[config.mk]
export PLATFORM = sky130hd
export DESIGN_NAME = rgb2gray_pipe
export DESIGN_NICKNAME = d
export VERILOG_FILES = /design/src/rtl/rgb2gray_pkg.sv /design/src/rtl/gray_frame_stats.sv /design/src/rtl/rgb2gray_pipe.sv
export SDC_FILE = /design/constraint.sdc
export NUM_CORES = 1
export LEC_CHECK = 0
export BUFFER_PORTS_ARGS = -buffer_cell sky130_fd_sc_hd__clkbuf_2
export CELL_PAD_IN_SITES_DETAIL_PLACEMENT = 0
export CELL_PAD_IN_SITES_GLOBAL_PLACEMENT = 1
export CORE_MARGIN = 4
export CORE_UTILIZATION = 40
export CTS_CLUSTER_SIZE = 28
export DETAILED_ROUTE_END_ITERATION = 16
export PLACE_DENSITY = 0.73
export SYNTH_ARGS = -nofsm -noshare
export SYNTH_HDL_FRONTEND = slang
export SYNTH_SLANG_ARGS = --single-unit
[constraint.sdc]
create_clock -name iCLK -period 21.2 [get_ports iCLK]
set_clock_uncertainty 0.1 [all_clocks]
set_input_delay 4.24 -clock iCLK [delete_from_list [all_inputs] [get_ports iCLK]]
set_output_delay 4.24 -clock iCLK [all_outputs]
set_load 0.005 [all_outputs]
[src/rtl/rgb2gray_pkg.sv]
// Shared definitions for the RGB-to-grayscale converter: conversion modes
// and the per-mode channel weights (each set sums to 1 << WEIGHT_SHIFT).
package rgb2gray_pkg;

    typedef enum logic [1:0] {
        MODE_LUMA  = 2'd0,
        MODE_AVG   = 2'd1,
        MODE_GREEN = 2'd2,
        MODE_MAX   = 2'd3
    } mode_e;

    localparam int WEIGHT_SHIFT = 8;

    typedef struct packed {
        logic [8:0] wr;
        logic [8:0] wg;
        logic [8:0] wb;
    } weights_t;

    localparam weights_t W_LUMA  = '{wr: 9'd77, wg: 9'd150, wb: 9'd29};
    localparam weights_t W_AVG   = '{wr: 9'd85, wg: 9'd86,  wb: 9'd85};
    localparam weights_t W_GREEN = '{wr: 9'd0,  wg: 9'd256, wb: 9'd0};

    // MODE_MAX bypasses the weights, so it falls back to the luma set here.
    function automatic weights_t weightsFor(input mode_e m);
        weights_t w;
        case (m)
            MODE_AVG:   w = W_AVG;
            MODE_GREEN: w = W_GREEN;
            default:    w = W_LUMA;
        endcase
        return w;
    endfunction

endpackage

[src/rtl/gray_frame_stats.sv]
// Per-frame gray statistics (min, max, saturating sum and count), aligned to
// the pipeline output by delaying frame-valid three cycles.
module gray_frame_stats
    import rgb2gray_pkg::*;
#(
    parameter int OUT_W = 8,
    parameter int ACC_W = 32
) (
    input  logic             clk,
    input  logic             rst,
    input  logic             fval_i,
    input  logic             dval_i,
    input  logic [OUT_W-1:0] gray_i,
    output logic             done_o,
    output logic [OUT_W-1:0] min_o,
    output logic [OUT_W-1:0] max_o,
    output logic [ACC_W-1:0] sum_o,
    output logic [ACC_W-1:0] count_o
);

    logic             fv1_q, fv2_q, fv3_q;
    logic [OUT_W-1:0] accMin_q, accMin_d;
    logic [OUT_W-1:0] accMax_q, accMax_d;
    logic [ACC_W-1:0] accSum_q, accSum_d;
    logic [ACC_W-1:0] accCnt_q, accCnt_d;
    logic [OUT_W-1:0] outMin_q, outMin_d;
    logic [OUT_W-1:0] outMax_q, outMax_d;
    logic [ACC_W-1:0] outSum_q, outSum_d;
    logic [ACC_W-1:0] outCnt_q, outCnt_d;
    logic             done_q, done_d;
    logic [ACC_W:0]   sumWide;
    logic             frameStart, frameEnd, countPix;

    // Edges are detected one cycle early from fv2 so the clear and publish
    // land on the same clock edge where fv3 itself changes.
    assign frameStart = fv2_q & ~fv3_q;
    assign frameEnd   = fv3_q & ~fv2_q;
    assign countPix   = fv3_q & dval_i;
    assign sumWide    = {1'b0, accSum_q} + (ACC_W + 1)'(gray_i);

    always_comb begin
        accMin_d = accMin_q;
        accMax_d = accMax_q;
        accSum_d = accSum_q;
        accCnt_d = accCnt_q;
        outMin_d = outMin_q;
        outMax_d = outMax_q;
        outSum_d = outSum_q;
        outCnt_d = outCnt_q;
        done_d   = 1'b0;

        if (countPix) begin
            if (gray_i < accMin_q) accMin_d = gray_i;
            if (gray_i > accMax_q) accMax_d = gray_i;
            accSum_d = sumWide[ACC_W] ? '1 : sumWide[ACC_W-1:0];
            if (accCnt_q != '1) accCnt_d = accCnt_q + ACC_W'(1);
        end

        if (frameStart) begin
            accMin_d = '1;
            accMax_d = '0;
            accSum_d = '0;
            accCnt_d = '0;
        end

        // Publish including the pixel being accumulated on this same edge.
        if (frameEnd) begin
            done_d = 1'b1;
            if (accCnt_d == '0) begin
                outMin_d = '0;
                outMax_d = '0;
                outSum_d = '0;
                outCnt_d = '0;
            end else begin
                outMin_d = accMin_d;
                outMax_d = accMax_d;
                outSum_d = accSum_d;
                outCnt_d = accCnt_d;
            end
        end
    end

    always_ff @(posedge clk or posedge rst) begin
        if (rst) begin
            fv1_q    <= 1'b0;
            fv2_q    <= 1'b0;
            fv3_q    <= 1'b0;
            accMin_q <= '0;
            accMax_q <= '0;
            accSum_q <= '0;
            accCnt_q <= '0;
            outMin_q <= '0;
            outMax_q <= '0;
            outSum_q <= '0;
            outCnt_q <= '0;
            done_q   <= 1'b0;
        end else begin
            fv1_q    <= fval_i;
            fv2_q    <= fv1_q;
            fv3_q    <= fv2_q;
            accMin_q <= accMin_d;
            accMax_q <= accMax_d;
            accSum_q <= accSum_d;
            accCnt_q <= accCnt_d;
            outMin_q <= outMin_d;
            outMax_q <= outMax_d;
            outSum_q <= outSum_d;
            outCnt_q <= outCnt_d;
            done_q   <= done_d;
        end
    end

    assign done_o  = done_q;
    assign min_o   = outMin_q;
    assign max_o   = outMax_q;
    assign sum_o   = outSum_q;
    assign count_o = outCnt_q;

endmodule

[src/rtl/rgb2gray_pipe.sv]
// Three-stage RGB-to-gray converter with a per-frame mode latch; valid and
// coordinates travel alongside the data, statistics hang off the output.
module rgb2gray_pipe
    import rgb2gray_pkg::*;
#(
    parameter int IN_W    = 12,
    parameter int OUT_W   = 8,
    parameter int COORD_W = 16,
    parameter int ACC_W   = 32
) (
    input  logic               iCLK,
    input  logic               iReset,
    input  logic [IN_W-1:0]    iRed,
    input  logic [IN_W-1:0]    iGreen,
    input  logic [IN_W-1:0]    iBlue,
    input  logic               iDval,
    input  logic               iFval,
    input  logic [COORD_W-1:0] iX_Cont,
    input  logic [COORD_W-1:0] iY_Cont,
    input  logic [1:0]         iMode,
    output logic [OUT_W-1:0]   oGray,
    output logic               oDval,
    output logic [COORD_W-1:0] oX_Cont,
    output logic [COORD_W-1:0] oY_Cont,
    output logic               oFrameDone,
    output logic [OUT_W-1:0]   oMin,
    output logic [OUT_W-1:0]   oMax,
    output logic [ACC_W-1:0]   oSum,
    output logic [ACC_W-1:0]   oCount
);

    localparam int PW  = IN_W + 9;
    localparam int RSH = (IN_W > OUT_W) ? (IN_W - OUT_W - 1) : 0;
    localparam logic [IN_W:0] ROUND = (IN_W > OUT_W) ? ((IN_W + 1)'(1) << RSH) : '0;

    logic               fvalPrev_q;
    mode_e              mode_q, mode_d, modeUse;
    weights_t           w;
    logic [IN_W-1:0]    maxC;

    logic               v1_q, v2_q, v3_q;
    logic [PW-1:0]      pr_q, pg_q, pb_q, pr_d, pg_d, pb_d;
    logic [PW-1:0]      prodSum;
    logic [IN_W-1:0]    s2_q, s2_d;
    logic [IN_W:0]      rounded;
    logic [OUT_W-1:0]   gray_q, gray_d;
    logic [COORD_W-1:0] x1_q, y1_q, x2_q, y2_q, x3_q, y3_q;

    // The pixel on the frame's first cycle already uses the newly requested mode.
    always_comb begin
        mode_d  = mode_q;
        modeUse = mode_q;
        if (iFval && !fvalPrev_q) begin
            mode_d  = mode_e'(iMode);
            modeUse = mode_e'(iMode);
        end
    end

    always_comb begin
        w    = weightsFor(modeUse);
        maxC = iRed;
        if (iGreen > maxC) maxC = iGreen;
        if (iBlue > maxC) maxC = iBlue;
        if (modeUse == MODE_MAX) begin
            pr_d = PW'(maxC) << WEIGHT_SHIFT;
            pg_d = '0;
            pb_d = '0;
        end else begin
            pr_d = PW'(iRed) * PW'(w.wr);
            pg_d = PW'(iGreen) * PW'(w.wg);
            pb_d = PW'(iBlue) * PW'(w.wb);
        end
    end

    // Weights sum to 256, so the product sum never exceeds PW bits.
    always_comb begin
        prodSum = pr_q + pg_q + pb_q;
        s2_d    = IN_W'(prodSum >> WEIGHT_SHIFT);
        rounded = {1'b0, s2_q} + ROUND;
        gray_d  = rounded[IN_W] ? '1 : OUT_W'(rounded >> (IN_W - OUT_W));
    end

    always_ff @(posedge iCLK or posedge iReset) begin
        if (iReset) begin
            fvalPrev_q <= 1'b0;
            mode_q     <= MODE_LUMA;
            v1_q       <= 1'b0;
            v2_q       <= 1'b0;
            v3_q       <= 1'b0;
            pr_q       <= '0;
            pg_q       <= '0;
            pb_q       <= '0;
            s2_q       <= '0;
            gray_q     <= '0;
            x1_q       <= '0;
            y1_q       <= '0;
            x2_q       <= '0;
            y2_q       <= '0;
            x3_q       <= '0;
            y3_q       <= '0;
        end else begin
            fvalPrev_q <= iFval;
            mode_q     <= mode_d;
            v1_q       <= iDval;
            v2_q       <= v1_q;
            v3_q       <= v2_q;
            if (iDval) begin
                pr_q <= pr_d;
                pg_q <= pg_d;
                pb_q <= pb_d;
                x1_q <= iX_Cont;
                y1_q <= iY_Cont;
            end
            if (v1_q) begin
                s2_q <= s2_d;
                x2_q <= x1_q;
                y2_q <= y1_q;
            end
            if (v2_q) begin
                gray_q <= gray_d;
                x3_q   <= x2_q;
                y3_q   <= y2_q;
            end
        end
    end

    assign oGray   = gray_q;
    assign oDval   = v3_q;
    assign oX_Cont = x3_q;
    assign oY_Cont = y3_q;

    gray_frame_stats #(
        .OUT_W(OUT_W),
        .ACC_W(ACC_W)
    ) u_stats (
        .clk     (iCLK),
        .rst     (iReset),
        .fval_i  (iFval),
        .dval_i  (v3_q),
        .gray_i  (gray_q),
        .done_o  (oFrameDone),
        .min_o   (oMin),
        .max_o   (oMax),
        .sum_o   (oSum),
        .count_o (oCount)
    );

endmodule

Yosys cells after proc, flatten, opt, wreduce, memory -nomap -nowiden

Cells that the tools add are included.

Register bits: 345
Input port bits: 74
Output and inout bits: 122
Word-level logic and storage cells: 76

Add/sub/neg operators: 5
Multipliers: 3
$lt $le $gt $ge: 4
Equality and inequality tests: 4
Muxes and demuxes: 25
Bitwise logic cells: 5
Reductions and logical operators: 3

Operator list:

| cell                                          | count |
|---|---|
| 2-to-1 mux 32 bit                             | 8 |
| 2-to-1 mux 8 bit                              | 9 |
| 2-to-1 mux 20 bit                             | 3 |
| case mux 25 bit (2 select lines)              | 1 |
| adder 20 bit                                  | 2 |
| multiplier 12 x 9 -> 20 bit                   | 2 |
| adder 32 x 8 -> 33 bit                        | 1 |
| adder 32 x 1 -> 32 bit, second input constant | 1 |
| zero test 32 bit                              | 1 |
| inequality test 32 bit, second input constant | 1 |
| > comparator 12 bit                           | 2 |
| 2-to-1 mux 12 bit                             | 2 |
| multiplier 12 x 7 -> 19 bit                   | 1 |
| adder 12 x 4 -> 13 bit, second input constant | 1 |
| > comparator 8 bit                            | 1 |
| < comparator 8 bit                            | 1 |
| == test 2 bit, second input constant          | 2 |
| AND 1 bit                                     | 3 |
| == test 2 x 1 -> 1 bit, second input constant | 1 |
| 2-to-1 mux 2 bit                              | 1 |
| NOT 1 bit                                     | 2 |
| logical AND 1 bit                             | 1 |
| zero test 1 bit                               | 1 |
| 2-to-1 mux 1 bit                              | 1 |

Longest topological paths before layout

Gate-level depths: netlist of the first run.

Word-level depth: 7
Mapped depth: 25
Gate-level depth less buffers: 23

By module

A second synthesis of the first run with hierarchy kept.

Cells, all modules: 2298
Area total of the unflattened synthesis: 23092.1 um^2

By module, submodules not included:

| module           | times used | cells each | area an instance (um^2) |
|---|---|---|---|
| rgb2gray_pipe    | 1          | 1419       | 14886.8 |
| gray_frame_stats | 1          | 879        | 8205.4 |

Least setup slack after synthesis of the first run

Ideal clock, no wire load.

Kind: input -> register
Start: in iFval
End: reg pb_q[17]
Arrival time: 9.522 ns
Data required time: 20.959 ns
Path slack: 11.437 ns
Cell stages on the path: 24
Path through: nor2b_1 mux2_2 inv_1 ha_1 clkbuf_1 clkbuf_1 clkbuf_1 nor2_1 ha_1 fa_1 ha_1 inv_1 fa_1 inv_1 fa_1 a21o_1 a21oi_1 o21bai_1 a211oi_1 nor3_1 or3_1 nand2_1 xor2_1 o22ai_1

Cells in the longest elaborated chain, start to end: 6

Ends and longest elaborated chain:

| what                                                           | RTL line             | source |
|---|---|---|
| from (decl)                                                    | rgb2gray_pipe.sv:17  | `input logic iFval,` |
| logical AND 1 bit (*)                                          | rgb2gray_pipe.sv:53  | `if (iFval && !fvalPrev_q) begin` |
| 2-to-1 mux 2 bit (*)                                           | rgb2gray_pipe.sv:53  |  |
| net modeUse[0]                                                 | rgb2gray_pipe.sv:37  | `mode_e mode_q, mode_d, modeUse;` |
| == test 2 bit / == test 2 x 1 -> 1 bit (equally long branches) | rgb2gray_pkg.sv:27   | `case (m)` |
| case mux 25 bit (2 select lines)                               | rgb2gray_pkg.sv:27   |  |
| multiplier 12 x 9 -> 20 bit                                    | rgb2gray_pipe.sv:71  | `pb_d = PW'(iBlue) * PW'(w.wb);` |
| 2-to-1 mux 20 bit (*)                                          | rgb2gray_pipe.sv:64  | `if (modeUse == MODE_MAX) begin` |
| to (signal assigned)                                           | rgb2gray_pipe.sv:110 | `pb_q <= pb_d;` |
| to (decl)                                                      | rgb2gray_pipe.sv:42  | `logic [PW-1:0] pr_q, pg_q, pb_q, pr_d, pg_d, pb_d;` |

The timed path passes the listed nets; every way through them passes the cells marked *.
A chain may end at the register's enable or synchronous reset.

Final worst setup path of the first run

Start: in iFval
End: reg pg_q[19]

Cells in the longest elaborated chain, start to end: 6

Ends and longest elaborated chain:

| what                                                           | RTL line             | source |
|---|---|---|
| logical AND 1 bit (*)                                          | rgb2gray_pipe.sv:53  |  |
| 2-to-1 mux 2 bit (*)                                           | rgb2gray_pipe.sv:53  |  |
| net modeUse[1]                                                 | rgb2gray_pipe.sv:37  |  |
| == test 2 bit / == test 2 x 1 -> 1 bit (equally long branches) | rgb2gray_pkg.sv:27   |  |
| case mux 25 bit (2 select lines)                               | rgb2gray_pkg.sv:27   |  |
| multiplier 12 x 9 -> 20 bit                                    | rgb2gray_pipe.sv:70  | `pg_d = PW'(iGreen) * PW'(w.wg);` |
| 2-to-1 mux 20 bit (*)                                          | rgb2gray_pipe.sv:64  |  |
| to (signal assigned)                                           | rgb2gray_pipe.sv:109 | `pg_q <= pg_d;` |
| to (decl)                                                      | rgb2gray_pipe.sv:42  |  |

Marked as above.

==> results.cfg, run 1 <==
[synth]
synth_most_common_cell = dfrtp_1
synth_common_cells = 341 x dfrtp_1, 305 x inv_1, 233 x ha_1
yosysTopAreaCell = dfrtp_1
synth_top_area_share_pct = 36.8
yosys-top-cells-area = dfrtp_1 37%, ha_1 13%, fa_1 9.6%, mux2_2 5.7%, inv_1 4.9%
ys_warn_count = 0
synth.area.mux_share_pct = 6.86
synthAdderAreaFrac_pct = 22.2
syn_area_um2 = 23200
synth_nets = 2781
synth-compound-area-share_pct = 9.58
synth.distinct_cells = 63
avgSynthCellArea_um2 = 9.80
synth_top_family_by_area = adder cells
syn_inst = 2363
synth_ff_type = dfrtp_1
async_flop_share_pct = 100
synth-xor-area-share_pct = 3.82
ys_ff_latch = 341
yosysSeqAreaShare_pct = 36.8
synth_simple_gate_area_share_pct = 14.2
synth_edf_count = 0

[global_route]
grt_pass1_wl_mm = 96.3
track_usage_pct = 18.9
antenna_found_initial = 1
grt_overflow = 0
grt_pass1_vias = 18000
grt_start_max_net_pins = 119

[die]
die_area_um2 = 61800
core_area_um2 = 56800
die_h_um = 249
die-width_um = 249
rows = 87
start_util_pct = 40.8
io_pins = 196

[cts]
cts_num_sinks = 341
cts_tree = built
cts_buffers = 41
clock-root-buffer = clkbuf_16
ctsResizeCount = 0
cts_buffer_depth = 3
ctsHoldBuffers = 0
post_cts_buffers = 0
cts.clk_slew.worst_paths_ns = 0.06
cts_max_level = 2
clk_latency_ns = 0.55

[pwr]
pwr-share-comb_pct = 50.1
switchingPower_w = 0.00132
clock_power_share_pct = 21.8
p_leak_nw = 13.2
sequentialPowerShare_pct = 28.0
total_power_w = 0.00329
switching_share_pct = 40.2
p_int_w = 0.00197
power.density_nw_per_um2 = 125
peakVddDrop_mv = 0.0705

[critical_path]
crit_arrival_ns = 10.14
rr_worst_depth = 19
cp_max_fo = 24
startpoint_type = primary input
worstSetupPathType = in2reg
worst_setup_path_end_kind = flip-flop
cp.required_ns = 21.49

[placement]
gp_congestion = 0.844
dpl.hpwl_mm = 43.8
portBuffers = 195
dpl_cell_area_um2 = 24900
dp.cells = 3248

[final_layout]
n_fill_cell = 5553
layout.cells.non_filler = 3320
fin_area_um2 = 26300
multi_input_area_um2 = 13200
synthToLayoutAreaGrowth_pct = 13.6
regArea_um2 = 8540
drive_gt1_share_pct = 16.3
fin_util_pct = 46.3
final_nets = 2953

[timing]
rsz0062_at_grt = false
final.setup.tns_ns = 0
finalSetupViolCount = 0
post-route-period-util_pct = 46.5
slew_headroom_pct = 17.9
worst_pin_slew_ns = 1.22
hold_violations = 0
fmax_mhz = 102
fin_crit_ns = 9.85
drv_slew = 0

[job]
max_cap_violations = 0

[outcome]
status = complete, no violations

[worst_hold_path]
hold_depth = 0
hold_class = reg2reg

[drt]
drt_first_pass_iters = 5
vias_per_cell = 5.16
post-route-drc-count = 0
dr_total_vias = 17100
drt_iter0_drc = 973
ant_nets = 0
wire_per_inst_um = 17.7
wirelength_mm = 58.7
## layout by cell type, fill, tap and decap left out, drive strengths merged, types with 22 or more instances in the layout
master and n:
xor2 39, nor2 212, inv 305, xnor2 62
o22ai 35, mux2i 27, nor3 42, nor2b 43
nand3 52, ha 233, nand2 181, a21oi 78
dfrtp 341, o21ai 78, and2 47, a211oi 23
clkbuf 250, nand2b 26, fa 111, mux2 117
a21o 30, buf 24, nand4 22
## area by class of cell
cell class | instances | area share [%]
Sequential cell | 341 | 32.5
Inverter | 305 | 4.38
Clock buffer | 56 | 4.46
Multi-Input combinational cell | 1628 | 50.0
Tap cell | 756 | 3.60
Clock inverter | 15 | 0.728
Timing Repair Buffer | 218 | 4.38
Antenna cell | 1 | 0.00951
## final timing paths
check	from	to	slack [ns]
setup / recovery	iFval	pg_q[19]$_DFFE_PP0P_	11.35
hold / removal	u_stats.fv1_q$_DFF_PP0_	u_stats.fv2_q$_DFF_PP0_	0.30
setup reg to reg	u_stats.fv1_q$_DFF_PP0_	pg_q[19]$_DFFE_PP0P_	14.77
hold reg to reg	u_stats.fv1_q$_DFF_PP0_	u_stats.fv2_q$_DFF_PP0_	0.30
max in group asynchronous	iReset	v2_q$_DFF_PP0_	15.55
min in group asynchronous	iReset	u_stats.count_o[27]$_DFFE_PP0P_	3.73
## power by group through the flow
| stage | sequential [W] | combinational, W | clock (W) |
|---|---|---|---|
| CTS | 0.000927 | 0.00167 | 0.000741 |
| finish | 0.000924 | 0.00165 | 0.000720 |
| floorplan | 0.000885 | 0.00126 | 0 |
| global placement | 0.000932 | 0.00162 | 0 |
| global route | 0.000942 | 0.00191 | 0.000767 |
| detailed placement | 0.000937 | 0.00166 | 0 |
## registers in the layout, indices dropped and copies added, names as in the netlist, 2 cells and up
name,cells
u_stats.accCnt_q,32
u_stats.accSum_q,32
u_stats.count_o,32
u_stats.sum_o,32
pb_q,20
pr_q,20
pg_q,19
oX_Cont,16
oY_Cont,16
x1_q,16
x2_q,16
y1_q,16
y2_q,16
s2_q,9
oGray,8
u_stats.accMax_q,8
u_stats.accMin_q,8
u_stats.max_o,8
u_stats.min_o,8
mode_q,2
## cell families (layout without fill, tap and decap cells)
family | after synthesis | in the layout
and+or+nand+nor | 692 | 692
buffers and inverters | 394 | 594
AOI/OAI and AO/OA | 347 | 347
adders and majority gates | 344 | 344
DFF | 341 | 341
muxes | 144 | 144
xor gates and xnor gates | 101 | 101
other | 0 | 1
## worst max-delay path, stage by stage
cell	delay [ns]
clkbuf_2	0.10
nor2b_1	0.23
mux2_2	0.42
ha_1	0.59
buf_4	0.37
nand2b_1	0.18
fa_1	0.44
fa_1	0.53
fa_1	0.53
fa_1	0.55
inv_1	0.04
ha_1	0.32
a21oi_1	0.22
o21bai_1	0.09
a21oi_1	0.29
nor2b_1	0.11
o41a_1	0.42
a31oi_1	0.21
xnor2_1	0.15
o22ai_1	0.09
## metrics by stage
stage / worst slack (ns) / hold slack [ns]
after floorplan: 7.41 / 0.252
after global placement: 10.93 / 0.315
after detailed placement: 10.78 / 0.299
after CTS: 11.35 / 0.317
after global routing: 10.91 / 0.328
final: 11.35 / 0.295
## layer usage
metal / routed length, um / GRT usage, %
met4: 1110 / 4.28
met5: 0 / 0
met2: 28900 / 32.8
met3: 2640 / 3.48
met1: 26000 / 24.6
Power figures use the tool's default switching activity.
==> inputs of run 2 (changes only) <==
--- a/config.mk
+++ b/config.mk
@@ -5,6 +5,7 @@
 export SDC_FILE = /design/constraint.sdc
 export NUM_CORES = 1
 export LEC_CHECK = 0
+export ABC_AREA = 1
 export BUFFER_PORTS_ARGS = -buffer_cell sky130_fd_sc_hd__clkbuf_2
 export CELL_PAD_IN_SITES_DETAIL_PLACEMENT = 0
 export CELL_PAD_IN_SITES_GLOBAL_PLACEMENT = 1
@@ -12,7 +13,7 @@
 export CORE_UTILIZATION = 40
 export CTS_CLUSTER_SIZE = 28
 export DETAILED_ROUTE_END_ITERATION = 16
-export PLACE_DENSITY = 0.73
+export PLACE_DENSITY = 0.75
 export SYNTH_ARGS = -nofsm -noshare
 export SYNTH_HDL_FRONTEND = slang
 export SYNTH_SLANG_ARGS = --single-unit
==> constraint.sdc (replaced) <==
create_clock -name iCLK -period 9.6 [get_ports iCLK]
set_clock_uncertainty 0.1 [all_clocks]
set_input_delay 1.92 -clock iCLK [delete_from_list [all_inputs] [get_ports iCLK]]
set_output_delay 1.92 -clock iCLK [all_outputs]
set_load 0.005 [all_outputs]
==> results.cfg, run 2 <==
[critical_path]
rrSetupSlack_ns = 2.95
cp_slowest_stage_delay_ns = 1.03
rr_endpoint = pr_q[15]$_DFFE_PP0P_
rr_worst_depth = 23
cp.required_ns = 9.93
critPathBufInv = 5
worst_setup_path_end_kind = flip-flop
worstReg2RegStart = u_stats.fv1_q$_DFF_PP0_
startpoint_type = primary input
crit_arrival_ns = 8.00
cp_max_fo = 25
cpLargestDelayFamily = adder cells
path_depth = 23
worstSetupPathType = in2reg
cp_cell_sequence = clkbuf_2 > nand2_1 > o21ai_0 > ha_1 > nor2_1 > ha_1 > inv_1 > fa_1 > inv_1 > fa_1 > inv_1 > fa_1 > inv_1 > ha_1 > nand2_1 > o21ai_0 > a21boi_0 > o21ai_0 > nand3_1 > nand2_1 > nand2_1 > nand3_1 > nand3_1
crit_slowest_cell = ha_1

[cts]
cts_max_level = 2
post_cts_buffers = 0
clk_latency_ns = 0.55
clock-root-buffer = clkbuf_16
cts_tree = built
ctsResizeCount = 0
cts_num_sinks = 341
cts.clk_slew.worst_paths_ns = 0.06
cts_buffers = 38
ctsHoldBuffers = 0
cts_buffer_depth = 3

[drt]
post-route-drc-count = 0
ant_nets = 0
drt_iter0_drc = 953
wirelength_mm = 62.1
wl_met1_mm = 28.5
wl_met2_mm = 29.9
drt_first_pass_iters = 6
vias_per_cell = 4.94
dr_total_vias = 19500
top_layer = met4
met3_wirelength_mm = 2.39
wire_per_inst_um = 15.8

[final_layout]
n_fill_cell = 5875
final_common_cell = nand2_1
diodes = 0
synthToLayoutAreaGrowth_pct = 13.1
most-common-layout-cells = 755 x nand2_1, 498 x inv_1, 340 x dfrtp_1
drive_gt1_share_pct = 10.3
fin_area_um2 = 27000
final_nets = 3557
fin_util_pct = 45.7

[global_route]
grt_pass1_wl_mm = 102
grt_overflow = 0
antenna_found_initial = 0
track_usage_pct = 19.5
grt_pass1_vias = 19800
grt_start_max_net_pins = 172

[worst_hold_path]
hold_start = u_stats.fv1_q$_DFF_PP0_
hold_class = reg2reg
hold_depth = 0
hold_end = u_stats.fv2_q$_DFF_PP0_

[job]
max_cap_violations = 0

[die]
io_pins = 196
rows = 89
die_area_um2 = 63600
die-width_um = 252
core_area_um2 = 59000
die_h_um = 252
start_util_pct = 40.4

[synth]
synth_top_area_share_pct = 35.8
synth_most_common_cell = nand2_1
yosysSeqAreaShare_pct = 35.8
synth_ff_type = dfrtp_1
synth_common_cells = 756 x nand2_1, 500 x inv_1, 341 x dfrtp_1
avgSynthCellArea_um2 = 8.00
async_flop_share_pct = 100
ys_ff_latch = 341
syn_inst = 2979
synth_nets = 3397
syn_area_um2 = 23800
yosys-top-cells-area = dfrtp_1 36%, ha_1 12%, nand2_1 12%, fa_1 9.3%, inv_1 7.9%
synth.distinct_cells = 45
ys_warn_count = 0
yosysTopAreaCell = dfrtp_1
synth_edf_count = 0

[pwr]
switchingPower_w = 0.00308
power.density_nw_per_um2 = 268
clock_power_share_pct = 22.8
switching_share_pct = 42.6
total_power_w = 0.00723
pwr-share-comb_pct = 49.5
sequentialPowerShare_pct = 27.6
p_int_w = 0.00415
p_leak_nw = 14.8
peakVddDrop_mv = 0.167

[placement]
dpl_cell_area_um2 = 25500
gp_congestion = 0.909
dpl.hpwl_mm = 47.7
portBuffers = 195

[timing]
fmax_mhz = 130
holdWs_ns = 0.309
rsz0062_at_grt = false
hold_violations = 0
finalSetupViolCount = 0
fin_crit_ns = 7.67
drv_slew = 0
post-route-period-util_pct = 79.9
slew_headroom_pct = 26.9
worst_pin_slew_ns = 1.09
final.setup.tns_ns = 0

[outcome]
status = complete, no violations
==> run 2: final cells by class <==
class / count / area (um2) / area share, %
sequential: 341 / 8530 / 31.7
timing repair buffer: 213 / 1120 / 4.17
inverter: 504 / 1900 / 7.03
clock buffer: 52 / 1110 / 4.13
multi-input combinational: 2041 / 13000 / 48.3
tap: 773 / 967 / 3.59
clock inverter: 17 / 313 / 1.16
==> run 2: cells by family (layout without fill, tap and decap cells) <==
kind of cell | after synthesis | count (layout) | synth area share, %
simple gates | 1244 | 1244 | 21.9
buf+inv | 597 | 786 | 9.65
compound gates | 412 | 412 | 9.60
fa+ha+maj | 344 | 344 | 21.6
flops | 341 | 341 | 35.8
xor+xnor | 41 | 41 | 1.51
==> run 2: power by group through the flow <==
stage	registers [W]	clock network, W	logic [W]
floorplan	0.00191	0	0.00269
detailed placement	0.00202	0	0.00360
global route	0.00203	0.00175	0.00418
finish	0.00200	0.00165	0.00358
CTS	0.00200	0.00169	0.00363
global placement	0.00202	0	0.00354
==> run 2: worst max path at each step <==
stage	startpoint	end	slack (ns)
floorplan	iFval	pg_q[17]$_DFFE_PP0P_	2.80
global placement	iFval	pr_q[15]$_DFFE_PP0P_	1.54
detailed placement	iFval	pr_q[15]$_DFFE_PP0P_	1.41
CTS	iFval	pr_q[15]$_DFFE_PP0P_	1.98
global route	iFval	pr_q[15]$_DFFE_PP0P_	1.50
finish	iFval	pr_q[15]$_DFFE_PP0P_	1.93
==> run 2: per-layer routing <==
| metal | vias up | GRT usage [%] |
|---|---|---|
| li1 | 9809 | - |
| met1 | 9216 | 26.0 |
| met2 | 342 | 33.9 |
| met3 | 83 | 2.76 |
| met4 | 0 | 4.74 |
| met5 | - | 0 |
==> run 2: through the flow <==
step | worst slack (ns) | std cells
2_1_floorplan | 2.80 | 2979
3_3_place_gp | 1.54 | 3872
3_5_place_dp | 1.41 | 3872
4_1_cts | 1.98 | 3941
5_1_grt | 1.50 | 3941
6_report | 1.93 | 3941
